[src/rtl/spi_encoder_if.sv]
// Register-access side of spi_encoder: request word in, status and read-back data out.
// The controller uses the master modport, the encoder the slave modport.
interface spi_encoder_if #(
   parameter int DATA_SIZE = 24,
   parameter int READ_SIZE = 8
);
   logic                 I_start;
   logic [DATA_SIZE-1:0] I_data;
   logic                 O_busy;
   logic                 O_done;
   logic [READ_SIZE-1:0] O_rdata;

   modport master (
      output I_start,
      output I_data,
      input  O_busy,
      input  O_done,
      input  O_rdata
   );

   modport slave (
      input  I_start,
      input  I_data,
      output O_busy,
      output O_done,
      output O_rdata
   );
endinterface

[src/rtl/spi_encoder.sv]
// Mode-0 SPI master serializer (IDLE/SETUP/SHIFT/HOLD/DONE), MSB first, all outputs registered.
// Optional read-back capture on words with MSB=1 is enabled by defining SPI_ENCODER_READBACK_EN.
module spi_encoder #(
   parameter int DATA_SIZE = 24,
   parameter int READ_SIZE = 8,
   parameter int CLK_DIV   = 4
) (
   input  logic         I_clk,
   input  logic         I_reset,
   spi_encoder_if.slave ctl,
   input  logic         I_sdi,
   output logic         O_sclk,
   output logic         O_csb,
   output logic         O_sdo,
   output logic         O_sdo_oe
);
   localparam int BIT_W = $clog2(DATA_SIZE + 1);
   localparam int DIV_W = $clog2(CLK_DIV + 1);
   localparam logic [BIT_W-1:0] LAST_BIT = BIT_W'(DATA_SIZE - 1);
   localparam logic [DIV_W-1:0] LAST_DIV = DIV_W'(CLK_DIV - 1);

   typedef enum logic [2:0] {IDLE, SETUP, SHIFT, HOLD, DONE} state_t;

   state_t               state_q, state_d;
   logic [DIV_W-1:0]     div_q, div_d;
   logic [BIT_W-1:0]     bit_q, bit_d;
   logic                 half_q, half_d;   // 0: SCLK-low half of a bit, 1: SCLK-high half
   logic [DATA_SIZE-1:0] shreg_q, shreg_d;
   logic                 busy_q, busy_d;
   logic                 done_q, done_d;
   logic                 sclk_q, sclk_d;
   logic                 csb_q, csb_d;
   logic                 sdo_q, sdo_d;
   logic                 div_end;

   assign div_end = (div_q == LAST_DIV);

   always_ff @(posedge I_clk) begin
      if (I_reset) begin
         state_q <= IDLE;
         div_q   <= '0;
         bit_q   <= '0;
         half_q  <= 1'b0;
         shreg_q <= '0;
      end else begin
         state_q <= state_d;
         div_q   <= div_d;
         bit_q   <= bit_d;
         half_q  <= half_d;
         shreg_q <= shreg_d;
      end
   end

   always_comb begin
      state_d = state_q;
      div_d   = div_q;
      bit_d   = bit_q;
      half_d  = half_q;
      shreg_d = shreg_q;
      case (state_q)
         IDLE: begin
            if (ctl.I_start) begin
               state_d = SETUP;
               div_d   = '0;
               bit_d   = '0;
               half_d  = 1'b0;
               shreg_d = ctl.I_data;
            end
         end
         SETUP: begin
            if (div_end) begin
               state_d = SHIFT;
               div_d   = '0;
               half_d  = 1'b0;
            end else begin
               div_d = div_q + 1'b1;
            end
         end
         SHIFT: begin
            if (!div_end) begin
               div_d = div_q + 1'b1;
            end else begin
               div_d = '0;
               if (!half_q) begin
                  half_d = 1'b1;
               end else if (bit_q == LAST_BIT) begin
                  half_d  = 1'b0;
                  state_d = HOLD;
               end else begin
                  // next bit appears on SDO in the first cycle of its low half
                  half_d  = 1'b0;
                  bit_d   = bit_q + 1'b1;
                  shreg_d = shreg_q << 1;
               end
            end
         end
         HOLD: begin
            if (div_end) begin
               state_d = DONE;
               div_d   = '0;
            end else begin
               div_d = div_q + 1'b1;
            end
         end
         DONE:    state_d = IDLE;
         default: state_d = IDLE;
      endcase
   end

   // Outputs are decoded from next-state values so the registered pins line up with state_q.
   always_comb begin
      busy_d = (state_d != IDLE);
      done_d = (state_d == DONE);
      csb_d  = !(state_d inside {SETUP, SHIFT, HOLD});
      sclk_d = (state_d == SHIFT) && half_d;
      case (state_d)
         SETUP, SHIFT: sdo_d = shreg_d[DATA_SIZE-1];
         HOLD:         sdo_d = sdo_q;
         default:      sdo_d = 1'b0;
      endcase
   end

   always_ff @(posedge I_clk) begin
      if (I_reset) begin
         busy_q <= 1'b0;
         done_q <= 1'b0;
         sclk_q <= 1'b0;
         csb_q  <= 1'b1;
         sdo_q  <= 1'b0;
      end else begin
         busy_q <= busy_d;
         done_q <= done_d;
         sclk_q <= sclk_d;
         csb_q  <= csb_d;
         sdo_q  <= sdo_d;
      end
   end

   assign ctl.O_busy = busy_q;
   assign ctl.O_done = done_q;
   assign O_sclk     = sclk_q;
   assign O_csb      = csb_q;
   assign O_sdo      = sdo_q;

`ifdef SPI_ENCODER_READBACK_EN
   localparam logic [BIT_W-1:0] FIRST_RD_BIT = BIT_W'(DATA_SIZE - READ_SIZE);

   logic                 rd_q, rd_d;
   logic                 oe_q, oe_d;
   logic [READ_SIZE-1:0] cap_q, cap_d;
   logic [READ_SIZE-1:0] rdata_q, rdata_d;
   logic                 sclk_rise;

   // first cycle of a high half is the cycle in which O_sclk rises
   assign sclk_rise = (state_q == SHIFT) && half_q && (div_q == '0);

   always_comb begin
      rd_d = rd_q;
      if (state_q == IDLE && ctl.I_start) begin
         rd_d = ctl.I_data[DATA_SIZE-1];
      end
      oe_d    = !(rd_d && (((state_d == SHIFT) && (bit_d >= FIRST_RD_BIT)) ||
                           (state_d == HOLD) || (state_d == DONE)));
      cap_d   = sclk_rise ? ((cap_q << 1) | READ_SIZE'(I_sdi)) : cap_q;
      rdata_d = ((state_d == DONE) && rd_q) ? cap_q : rdata_q;
   end

   always_ff @(posedge I_clk) begin
      if (I_reset) begin
         rd_q    <= 1'b0;
         oe_q    <= 1'b1;
         cap_q   <= '0;
         rdata_q <= '0;
      end else begin
         rd_q    <= rd_d;
         oe_q    <= oe_d;
         cap_q   <= cap_d;
         rdata_q <= rdata_d;
      end
   end

   assign O_sdo_oe    = oe_q;
   assign ctl.O_rdata = rdata_q;
`else
   logic unused_sdi;

   assign unused_sdi  = I_sdi;
   assign O_sdo_oe    = 1'b1;
   assign ctl.O_rdata = '0;
`endif

endmodule

[src/flat_wrapper.sv]
// flat-port wrapper written by rule: the top's interface ports become plain ports
module spi_encoder_flat 
#(
   parameter int DATA_SIZE = 24,
   parameter int READ_SIZE = 8,
   parameter int CLK_DIV   = 4
)
  (I_clk, I_reset, I_sdi, O_sclk, O_csb, O_sdo, O_sdo_oe, ctl_I_start, ctl_I_data, ctl_O_busy, ctl_O_done, ctl_O_rdata);
  spi_encoder_if #(.DATA_SIZE(DATA_SIZE), .READ_SIZE(READ_SIZE)) ctl_i ();
  input  logic I_clk;
  input  logic I_reset;
  input  logic I_sdi;
  output logic O_sclk;
  output logic O_csb;
  output logic O_sdo;
  output logic O_sdo_oe;
  input wire logic [$bits(ctl_i.I_start)-1:0] ctl_I_start;
  input wire logic [$bits(ctl_i.I_data)-1:0] ctl_I_data;
  output wire logic [$bits(ctl_i.O_busy)-1:0] ctl_O_busy;
  output wire logic [$bits(ctl_i.O_done)-1:0] ctl_O_done;
  output wire logic [$bits(ctl_i.O_rdata)-1:0] ctl_O_rdata;
  assign ctl_i.I_start = ctl_I_start;
  assign ctl_i.I_data = ctl_I_data;
  assign ctl_O_busy = ctl_i.O_busy;
  assign ctl_O_done = ctl_i.O_done;
  assign ctl_O_rdata = ctl_i.O_rdata;
  spi_encoder #(.DATA_SIZE(DATA_SIZE), .READ_SIZE(READ_SIZE), .CLK_DIV(CLK_DIV)) u_core (.I_clk(I_clk), .I_reset(I_reset), .ctl(ctl_i), .I_sdi(I_sdi), .O_sclk(O_sclk), .O_csb(O_csb), .O_sdo(O_sdo), .O_sdo_oe(O_sdo_oe));
endmodule
[config.mk]
export PLATFORM = sky130hd
export DESIGN_NAME = spi_encoder_flat
export DESIGN_NICKNAME = d
export VERILOG_FILES = /design/src/rtl/spi_encoder_if.sv /design/src/rtl/spi_encoder.sv /design/src/flat_wrapper.sv
export SDC_FILE = /design/constraint.sdc
export NUM_CORES = 1
export LEC_CHECK = 0
export BUFFER_PORTS_ARGS = -buffer_cell sky130_fd_sc_hd__buf_2
export CORE_ASPECT_RATIO = 0.8
export CORE_MARGIN = 5
export CORE_UTILIZATION = 48
export DETAILED_ROUTE_END_ITERATION = 6
export PLACE_DENSITY = 0.79
export SLEW_MARGIN = 10
export SYNTH_ARGS = -nofsm -noshare
export SYNTH_HDL_FRONTEND = slang
export SYNTH_SLANG_ARGS = --single-unit
[constraint.sdc]
create_clock -name I_clk -period 1.5 [get_ports I_clk]
set_input_delay 0.15 -clock I_clk [delete_from_list [all_inputs] [get_ports I_clk]]
set_output_delay 0.15 -clock I_clk [all_outputs]
set_load 0.05 [all_outputs]
==> results by group <==
Setup path
  – CP Capture Type: flop
  – Worst R2R Path Depth: 8
  – Worst Path Arrival: 1.80 ns
  – Crit-path slowest cell: dfxtp_2
  – Critical path class: reg2reg
  – Crit-path max cell delay: 0.36 ns
  – Flop2flop setup slack: -0.13 ns
  – Worst R2R End: u_core.half_q$_SDFF_PP0_
  – Setup crit start: u_core.div_q[1]$_SDFFE_PP0P_
  – Worst path cell trace: ha_4 -> and2b_1 -> inv_2 -> ha_4 -> nand2b_1 -> a211o_1 -> a2bb2oi_2 -> nor2_1
  – Most common cell on crit path: ha_4
  – Worst Path Max Fanout: 4
  – WP data required: 1.67 ns
  – CP startpoint kind: flop
  – Origin of the critical flop-to-flop path: u_core.div_q[1]$_SDFFE_PP0P_

STA
  – Min Hold Slack: 0.110 ns
  – Fmax: 613 MHz
  – Worst clock skew: 0.0111 ns
  – Max Slew Vio Count: 0
  – RSZ-0062 raised after global routing: true
  – Period utilization: 109%
  – Final setup fails: 24
  – TNS Setup: -1.50 ns
  – Minimum clock period: 1.63 ns
  – Fin worst setup slack: -0.130 ns
  – Final Hold Viols: 0

Synthesis
  – Post-Syn Area: 2000 um^2
  – Ys Warns: 0
  – Post-synth EDFFs: 0
  – Synth async-reset ratio: 0%
  – Synth Flop Type: dfxtp_1
  – Instance count of the mapped netlist: 200
  – Top-area cell type share of the netlist area: 41.1%
  – Synth area leader: dfxtp_1
  – Synth top cells by count: 41 x dfxtp_1, 23 x a22oi_1, 22 x o2bb2ai_1, 12 x buf_4, 11 x a21oi_1
  – Most numerous cell in the Yosys netlist: dfxtp_1
  – Sequential area share after synthesis: 41.1%
  – #FFs+latches synth: 41
  – Avg Cell Area, Syn: 9.98 um^2
  – Ranking of synthesized cells by area: dfxtp_1 41%, o2bb2ai_1 9.7%, a22oi_1 8.7%
  – Count of unique library cells instantiated by Yosys: 43

Pwr
  – Pwr/cell area: 946 nW/um^2
  – VDD IR max: 0.619 mV
  – LEAKAGE: 0.000982 uW
  – Overall power: 2370 uW

Hold path
  – Hold Path Cell Cnt: 3
  – Hold endpoint: u_core.shreg_q[0]$_SDFFE_PP0P_
  – Hold Path Class: in2reg
  – Min-delay src: ctl_I_data[0]

Drt
  – Final WL: 4.18 mm
  – DRC Markers: 0
  – Antenna-violating nets left: 0
  – DRT iter0 DRCs: 111
  – TritonRoute pass-1 iters: 4
  – Vias/cell: 5.52
  – Via count: 1667
  – DR WL/cell: 13.8 um

CTS
  – Total CTS buffers: 5
  – CTS sink count: 41
  – Clk root buf: clkbuf_8
  – CTS max path bufs: 2
  – H-tree depth: 2
  – Clock-pin slew on the worst setup and hold paths: 0.08 ns
  – CTS tree: done
  – Clk Latency, worst-skew pair: 0.29 ns

Floorplanning
  – Die width: 82.1 um
  – I/O pins: 42
  – Core area: 4100 um^2
  – # rows: 21
  – Die Area: 5560 um^2
  – Die Ht: 67.7 um
  – Initial core utilization: 48.7%

Place
  – HPWL Detailed: 2.87 mm
  – GPL Wtd Cong: 0.792
  – Setup WS pre-CTS: -0.104 ns
  – Number of port buffers: 31

Global routing
  – Vias in the first global route: 1532
  – Initial antenna violation count: 0
  – Total GRT Usage: 15.9%
  – First-pass GRT wire length: 6.91 mm
  – GR Overflow Total: 0
  – Largest net degree at the start of global routing: 28

Job
  – MaxCap Viol Count: 0

Final layout
  – Fill count: 344
  – Nets: 276
  – # diodes: 0
  – Layout cell share with drive strength beyond 1: 39.2%
  – Area growth, synth to finish: 25.4%

Outcome
  – Status: finished, violations left
  – Violated checks: negative setup slack
==> layout by cell type (no fill, tap or decap), types with 2 or more instances in the layout <==
cell type  instances
buf_12             3
inv_1              3
nand2_1            7
buf_4             24
a21oi_2            2
nor2_1             3
dfxtp_2            3
nand3_1            2
o21ai_0            6
a21oi_1            9
ha_4               3
o2bb2ai_1         22
or2_2              2
a22oi_1           22
clkbuf_8           5
nor3_1             5
dfxtp_1           38
or3_4              2
nand2b_1           5
conb_1             9
nand4_1            4
buf_2             31
o21ai_1            4
==> metrics by stage <==
stage | instance area, um^2 | instances | utilization, %
finish | 2500 | 302 | 61.1
global route | 2500 | 302 | 61.1
CTS | 2440 | 301 | 59.6
detailed placement | 2300 | 293 | 56.2
global placement | 2300 | 293 | 56.2
floorplan | 2060 | 207 | -
==> final cells by class <==
cell class              instances  area, um^2  share of cell area, %
flip-flops and latches         41         825                   33.0
clock inverters                 2        35.0                   1.40
well taps                      57        71.3                   2.85
inverters                       4        15.0                  0.600
clock buffers                   5        68.8                   2.75
repair buffers                 58         395                   15.8
multi-input cells             135        1090                   43.7
==> worst max-delay path: cells and delay by family, from the launching register on <==
kind	cells	cell delay, ns
and+or+nand+nor	3	0.27
AOI/OAI and AO/OA	2	0.42
buffers and inverters	1	0.06
adders and majority gates	2	0.40
DFF	1	0.36
==> worst max path at each step <==
stage | end | slack, ns | cells past startpoint
final | u_core.half_q$_SDFF_PP0_ | -0.13 | 8
after global routing | u_core.half_q$_SDFF_PP0_ | -0.19 | 8
after CTS | u_core.O_sclk$_SDFF_PP0_ | -0.11 | 8
after detailed placement | u_core.O_sclk$_SDFF_PP0_ | -0.10 | 8
after global placement | u_core.O_sclk$_SDFF_PP0_ | -0.05 | 8
after floorplan | u_core.O_sclk$_SDFF_PP0_ | -0.06 | 8
==> layer usage <==
metal  routed length [um]  vias to the layer above  GRT usage [%]
met4                   41                        0           6.02
met2                 1960                       40           23.9
li1                     -                      832              -
met3                  183                        4           4.27
met5                    0                        -              0
met1                 2000                      791           21.7
==> cells by family (layout without fill, tap and decap cells) <==
group	count (synthesis)	after routing	synth area share (%)
and+or+nand+nor	45	45	15.4
AOI/OAI and AO/OA	77	77	29.9
xor gates and xnor gates	1	1	0.439
buffers and inverters	31	69	10.9
other	2	9	0.376
DFF	41	41	41.1
adders and majority gates	3	3	1.88
==> power breakdown <==
part / total [uW] / internal, uW / switching, uW
Combinational: 347 / 144 / 203
Sequential: 1180 / 1140 / 35.9
Clock: 839 / 484 / 355
Total: 2370 / 1770 / 595
==> sequential cells by signal, summed over array words and instances, names as in the netlist <==
signal,flops
u_core.O_sdo,1
u_core.state_q,3
u_core.ctl.O_done,1
u_core.O_csb,1
u_core.bit_q,5
u_core.ctl.O_busy,1
u_core.half_q,1
u_core.O_sclk,1
u_core.shreg_q,24
u_core.div_q,3
==> what timing repair did <==
action / 4_1_cts / 5_1_grt
setup buffers: 1 / 1
hold buffers: 0 / 0
gates resized for setup: 6 / 15
setup endpoints to repair: 30 / 32
pin swaps: 0 / 7
No activity file was read; power rests on OpenSTA's default activity.
